## src/rtl/uart_arb_pkg.sv

```systemverilog
// Shared constants and types for the uart_tx byte arbiter.
package uart_arb_pkg;

  localparam int          NUM_REQ          = 4;
  localparam logic [15:0] ACC_TIMEOUT_DFLT = 16'd1024;

  // One-hot encoding keeps each state decode to a single flop bit.
  typedef enum logic [2:0] {
    ST_IDLE      = 3'b001,
    ST_WAIT_ACC  = 3'b010,
    ST_WAIT_DONE = 3'b100
  } arb_state_e;

  function automatic logic [1:0] rr_advance(input logic [1:0] winner);
    return winner + 2'd1;
  endfunction

endpackage

```

## src/rtl/rr_pick4.sv

```systemverilog
// Combinational round-robin picker: first set request at or above ptr, modulo 4.
module rr_pick4 (
  input  logic [3:0] req,
  input  logic [1:0] ptr,
  output logic [1:0] winner,
  output logic       any
);

  logic [3:0] rot;
  logic [1:0] offset;

  // NOTE: combinational logic uses blocking assignments, and every output gets a
  // default before any branch so no path can infer a latch.
  always_comb begin
    offset = 2'd0;
    rot    = 4'({req, req} >> ptr);
    for (int i = 3; i >= 0; i--) begin
      if (rot[i]) offset = 2'(i);
    end
    winner = offset + ptr;
    any    = |req;
  end

endmodule

```

## src/rtl/uart_tx_arbiter.sv

```systemverilog
// Round-robin arbiter feeding single bytes from several requesters into uart_tx.
module uart_tx_arbiter #(
  parameter int          NUM_REQ     = uart_arb_pkg::NUM_REQ,
  parameter logic [15:0] ACC_TIMEOUT = uart_arb_pkg::ACC_TIMEOUT_DFLT
) (
  input  logic                   pclk_i,
  input  logic                   prst_n_i,
  input  logic [NUM_REQ-1:0]     req_i,
  input  logic [8*NUM_REQ-1:0]   req_data_i,
  output logic [NUM_REQ-1:0]     gnt_o,
  output logic [7:0]             tx_pdata_o,
  output logic                   tx_pdata_valid_o,
  input  logic                   tx_pready_i,
  output logic [1:0]             owner_o,
  output logic                   busy_o,
  output logic                   err_timeout_o,
  output logic [15:0]            sent_count_o
);

  import uart_arb_pkg::*;

  localparam logic [15:0] ACC_LIMIT = ACC_TIMEOUT - 16'd1;

  arb_state_e  state_q, state_d;
  logic [1:0]  rr_ptr_q;
  logic [15:0] acc_cnt_q;

  logic [1:0]  pick_winner;
  logic        pick_any;

  logic        do_grant;
  logic        do_accept;
  logic        do_timeout;
  logic        do_done;
  logic        acc_tick;

  rr_pick4 u_pick (
    .req    (req_i),
    .ptr    (rr_ptr_q),
    .winner (pick_winner),
    .any    (pick_any)
  );

  // NOTE: every flop here (state, pointer, counters, output registers) is reset
  // asynchronously and updated with non-blocking assignments only.
  always_ff @(posedge pclk_i or negedge prst_n_i) begin
    if (!prst_n_i) state_q <= ST_IDLE;
    else           state_q <= state_d;
  end

  always_comb begin
    state_d    = state_q;
    do_grant   = 1'b0;
    do_accept  = 1'b0;
    do_timeout = 1'b0;
    do_done    = 1'b0;
    acc_tick   = 1'b0;
    unique case (state_q)
      ST_IDLE: begin
        if (tx_pready_i && pick_any) begin
          do_grant = 1'b1;
          state_d  = ST_WAIT_ACC;
        end
      end
      ST_WAIT_ACC: begin
        // Acceptance is checked first so it wins over a coincident timeout.
        if (!tx_pready_i) begin
          do_accept = 1'b1;
          state_d   = ST_WAIT_DONE;
        end else if (acc_cnt_q == ACC_LIMIT) begin
          do_timeout = 1'b1;
          state_d    = ST_IDLE;
        end else begin
          acc_tick = 1'b1;
        end
      end
      ST_WAIT_DONE: begin
        // Returning to IDLE here forces at least one idle cycle before the next grant.
        if (tx_pready_i) begin
          do_done = 1'b1;
          state_d = ST_IDLE;
        end
      end
      default: state_d = ST_IDLE;
    endcase
  end

  always_ff @(posedge pclk_i or negedge prst_n_i) begin
    if (!prst_n_i) begin
      rr_ptr_q         <= 2'd0;
      acc_cnt_q        <= 16'd0;
      gnt_o            <= '0;
      tx_pdata_o       <= 8'h00;
      tx_pdata_valid_o <= 1'b0;
      owner_o          <= 2'd0;
      busy_o           <= 1'b0;
      err_timeout_o    <= 1'b0;
      sent_count_o     <= 16'd0;
    end else begin
      gnt_o         <= '0;
      err_timeout_o <= do_timeout;
      busy_o        <= (state_d != ST_IDLE);

      if (do_grant) begin
        gnt_o            <= NUM_REQ'(1) << pick_winner;
        tx_pdata_o       <= req_data_i[{pick_winner, 3'b000} +: 8];
        tx_pdata_valid_o <= 1'b1;
        owner_o          <= pick_winner;
        rr_ptr_q         <= rr_advance(pick_winner);
      end else if (do_accept || do_timeout) begin
        tx_pdata_valid_o <= 1'b0;
      end

      if (do_grant)      acc_cnt_q <= 16'd0;
      else if (acc_tick) acc_cnt_q <= acc_cnt_q + 16'd1;

      if (do_done) sent_count_o <= sent_count_o + 16'd1;
    end
  end

endmodule

```

## config.mk

```make
export PLATFORM = sky130hd
export DESIGN_NAME = uart_tx_arbiter
export DESIGN_NICKNAME = d
export VERILOG_FILES = /design/src/rtl/uart_arb_pkg.sv /design/src/rtl/rr_pick4.sv /design/src/rtl/uart_tx_arbiter.sv
export SDC_FILE = /design/constraint.sdc
export NUM_CORES = 1
export LEC_CHECK = 0
export CORE_ASPECT_RATIO = 2
export CORE_MARGIN = 2
export CORE_UTILIZATION = 49
export CTS_CLUSTER_DIAMETER = 100
export DETAILED_ROUTE_END_ITERATION = 10
export GPL_ROUTABILITY_DRIVEN = 0
export PLACE_DENSITY = 0.9
export SLEW_MARGIN = 20
export SYNTH_ARGS = -nofsm -noshare
export SYNTH_HDL_FRONTEND = slang
export SYNTH_SLANG_ARGS = --single-unit
```

## constraint.sdc

```tcl
create_clock -name pclk_i -period 3.2 [get_ports pclk_i]
set_clock_uncertainty 0.1 [all_clocks]
set_input_delay 0.64 -clock pclk_i [delete_from_list [all_inputs] [get_ports pclk_i]]
set_output_delay 0.64 -clock pclk_i [all_outputs]
set_load 0.02 [all_outputs]
```

======== After elaboration in Yosys (flattened, before gate mapping) ========
Index checks and enable logic that the tools add are counted.
storage, ports and cells
  register bits ........................... 54
operators by class
  add/subtract/negate cells ............... 4
  equal/unequal tests ..................... 5
  shifts and indexed selects .............. 3
  multiplexer cells ....................... 26
  reduce and logical (&&, ||, !) cells .... 5
operator list
  operator                                               number
  adder 16 x 1 -> 16 bit, second input constant          2
  two-way mux 16 bit                                     2
  variable part select 32 x 6 -> 8 bit                   1
  equality test 16 x 10 -> 1 bit, second input constant  1
  two-way mux 1 bit                                      14
  two-way mux 3 bit                                      4
  one-hot mux 3 bit (3 select lines)                     1
  two-way mux 2 bit                                      4
  right shift 8 x 2 -> 4 bit                             1
  two-way mux 4 bit                                      1
  nonzero test 2 bit                                     2
  OR reduction 4 bit                                     1
  << shifter 1 x 2 -> 4 bit, first input constant        1
  equality test 3 x 1 -> 1 bit, second input constant    1
  equality test 3 x 2 -> 1 bit, second input constant    1
  equality test 3 bit, second input constant             1
  inequality test 3 x 1 -> 1 bit, second input constant  1
  adder 2 x 1 -> 2 bit, second input constant            1
  adder 2 bit                                            1
  logical AND 1 bit                                      1
  logical OR 1 bit                                       1

======== Longest topological paths before layout ========
  depth in word-level cells ............... 8
  depth in mapped cells ................... 11
  gate-level depth less buffers ........... 10

======== Cells and area by module ========
A second synthesis with hierarchy kept.
second synthesis, totals
  cell total of the unflattened synthesis .. 284
  area, all modules ....................... 2879.0 µm²
by module, submodules not included
  module           instances  cells each  area each (µm²)  sequential area each (µm²)
  uart_tx_arbiter  1          257         2700.1           1352.5
  rr_pick4         1          27          178.9            0.0

======== Worst setup path after synthesis ========
OpenSTA, ideal clock, no wires.
  path kind ............................... in2reg
  from .................................... input req_i[1]
  to ...................................... register tx_pdata_o[0]
  arrival ................................. 2.561 ns
  setup slack ............................. 0.405 ns
  cell stages on the path ................. 10
  cell sequence ........................... and2b_2 -> a221o_1 -> nand2_1 -> nand3_1 -> ha_1 -> xnor2_1 -> nand3b_1 -> mux2i_1 -> a222oi_1 -> o21ai_1
between the ends
  word-level cells in the longest chain between the ends .. 7
ends and longest elaborated chain
  element                               line                    RTL
  start, declared                       uart_tx_arbiter.sv:8    input logic [NUM_REQ-1:0] req_i,
  right shift 8 x 2 -> 4 bit            rr_pick4.sv:16          rot = 4'({req, req} >> ptr);
  two-way mux 2 bit (4 in a row)        rr_pick4.sv:18          if (rot[i]) offset = 2'(i);
  adder 2 bit                           rr_pick4.sv:20          winner = offset + ptr;
  variable part select 32 x 6 -> 8 bit  uart_tx_arbiter.sv:106  tx_pdata_o <= req_data_i[{pick_winner, 3'b000} +: 8];
  end signal, assigned                  uart_tx_arbiter.sv:106
  end, declared                         uart_tx_arbiter.sv:11   output logic [7:0] tx_pdata_o,
Several ways; a longest one is shown, not always the timed one.
A chain may end at the register's enable or synchronous reset.

======== Worst setup path in the final report ========
  from .................................... input req_i[1]
  to ...................................... register tx_pdata_o[0]
between the ends
  word-level cells in the longest chain between the ends .. 7
ends and longest elaborated chain
  element                                   line                    RTL
  right shift 8 x 2 -> 4 bit (*)            rr_pick4.sv:16
  two-way mux 2 bit (3 in a row)            rr_pick4.sv:18
  two-way mux 2 bit (*)                     rr_pick4.sv:18
  adder 2 bit (*)                           rr_pick4.sv:20
  net pick_winner[1]                        uart_tx_arbiter.sv:28   logic [1:0] pick_winner;
  variable part select 32 x 6 -> 8 bit (*)  uart_tx_arbiter.sv:106
Mark *: on every way through the listed nets, which the timed path passes. The rest lies on a longest branch.

==> out/results.ini <==
[clock_tree]
clockBufferDepth=2
cts_resized=0
clk_latency_ns=0.30
numCtsBuffers=5
htree_num_levels=2
cts_sinks=54
clockRootBuffer=clkbuf_8
postCtsSetupBuffers=0
clk_pin_slew_ns=0.09
cts_hold_buf=0
tritoncts=built

[detailed_routing]
vias_per_cell=5.62
antenna_left=0
vias=2258
route.detailed.drc=0
dr.pass1.iters=5
route.detailed.wl_per_inst_um=14.5
drt_iter0_markers=93
totalWireLength_um=5840

[synth]
ys_top_cells_by_area=dfrtp_1 48%, xor2_1 5.7%, nand2_1 4.5%, xnor2_1 3.8%, mux2i_1 3.6%
synth_common_cells=53 x dfrtp_1, 33 x nand2_1, 22 x nor2_1
synth-edff-count=0
ys_types=44
synth_cells=258
yosysTopAreaCellShare=0.483
synthesis.area_per_instance_um2=10.6
synth-seq-cells=54
yosysMostFrequentCell=dfrtp_1
synth.net_count=304
synth_warnings=0
yosys.area.top_type=dfrtp_1
async_flop_share=1.00
seq_area_frac_synth=0.493
syn-cell-area_um2=2740
ys.flop_type=dfrtp_1

[timing]
worst_slew_pin_slew_ns=0.670
whs_ns=0.342
relSlewSlack=0.553
drv_slew=0
fmax_mhz=334
final-hold-violation-count=0
setup_violations=0
fin_setup_tns_ns=0
fin_crit_sh=0.936
period_needed_ns=2.99
grt_setup_unrepaired=false

[floorplanning]
start_util=0.506
die_x_um=56.9
fp.dieH_um=110
rows=38
core_area_um2=5420
pin_count=72
die_area_um2=6250

[final_layout]
drive_gt1_frac=0.0994
finalNetCount=387
area_delta_synth_final_pct=34.0
antenna_cells=0

[global_routing]
grt.total_usage=0.214
grt_pass1_vias=2385
antenna_found_initial=0
grt_pass1_wl_um=10600
grt_max_degree=55
grt_overflow=0

[setup_path]
start_kind=primary input
arrival_ns=3.07
cp_data_required_time_ns=3.28
crit_path_max_fanout=5
cp-end-kind=flip-flop
crit_start=req_i[1]
rr_startpoint=rr_ptr_q[0]$_DFFE_PN0P_
criticalPathCategory=in2reg

[job]
maxCapViolCount=0

[power]
ir_worst_vdd_mv=0.579
power.density_nw_per_um2=724
p_leak_uw=0.00166

[outcome]
outcome=finished, final reports clean

[placed_design]
place.port_buffers=71
dpl.hpwl_um=4390

[min_path]
min_path_type=in2async

## logic make-up (layout without fill, tap and decap cells)
kind of cell / after synthesis / count (layout) / synth area share
simple gates: 108 / 108 / 0.207
flops: 54 / 54 / 0.493
xor+xnor: 31 / 31 / 0.106
compound gates: 30 / 30 / 0.0853
buf+inv: 15 / 99 / 0.0269
mux: 13 / 13 / 0.0497
fa+ha+maj: 7 / 7 / 0.0319
## through the flow
stage	power, uW	setup WS, ns	cell area, um2	cells	utilization
2_1_floorplan	1750	0.405	2740	258	-
3_3_place_gp	2240	-0.0517	3580	394	0.660
3_5_place_dp	2280	-0.248	3580	394	0.660
4_1_cts	2670	0.0587	3670	402	0.677
5_1_grt	2850	0.0479	3680	402	0.678
6_report	2660	0.205	3680	402	0.678
## flip-flops by register name, indices dropped and copies added, names as in the netlist
name              cells
tx_pdata_o            8
sent_count_o         16
state_q               3
err_timeout_o         1
tx_pdata_valid_o      1
acc_cnt_q            16
rr_ptr_q              2
busy_o                1
owner_o               2
gnt_o                 4
## critical path, cell delays in order
cell             delay (ns)
clkdlybuf4s50_1        0.47
and2b_2                0.23
a221o_1                0.29
nand2_1                0.07
nand3_1                0.08
ha_1                   0.20
xnor2_1                0.24
buf_4                  0.19
xnor2_4                0.16
buf_4                  0.22
mux2i_1                0.21
o21ai_1                0.08
## metal layers
layer,wire (um),global-route usage,vias to the layer above
met3,397,0.0600,12
met1,2130,0.227,1081
met5,0,0,-
met2,3200,0.391,85
met4,117,0.0847,0
li1,-,-,1080
## layout by cell type (no fill, tap or decap), types with 4 or more instances in the layout
cell type         n
inv_1             6
dfrtp_1          53
nand3_1          15
o21ai_1           8
ha_1              7
xor2_1           18
and2_1            4
and3_1            5
clkdlybuf4s50_1  70
nor2_1           22
a222oi_1          8
nor3_1            5
nand4_1           4
nand2_1          33
mux2i_1           8
clkbuf_8          6
o21ai_0           5
buf_4            14
xnor2_1          12
## layout make-up
cell class | instances | area [um2]
Multi-Input combinational cell | 189 | 1330
Clock buffer | 7 | 86.3
Inverter | 6 | 22.5
Timing Repair Buffer | 85 | 811
Sequential cell | 54 | 1350
Fill cell | 430 | 1740
Clock inverter | 1 | 5.00
Tap cell | 60 | 75.1
## report_power, final
part	internal [uW]	total, uW	leakage [uW]	switching, uW
clock network	175	382	0.0000482	207
logic	661	1330	0.000887	673
registers	824	947	0.000722	122
total	1660	2660	0.00166	1000
## path summary, 6_finish.rpt
check | end | slack [ns] | cells after the start
setup / recovery | tx_pdata_o[0]$_DFFE_PN0P_ | 0.21 | 12
hold / removal | acc_cnt_q[6]$_DFFE_PN0P_ | 0.34 | 2
setup reg to reg | tx_pdata_o[0]$_DFFE_PN0P_ | 0.48 | 11
hold reg to reg | sent_count_o[15]$_DFFE_PN0P_ | 0.38 | 1
max in group asynchronous | state_q[1]$_DFF_PN0_ | 2.21 | 2
min in group pclk_i | sent_count_o[15]$_DFFE_PN0P_ | 0.38 | 1
Power figures use the tool's default switching activity.
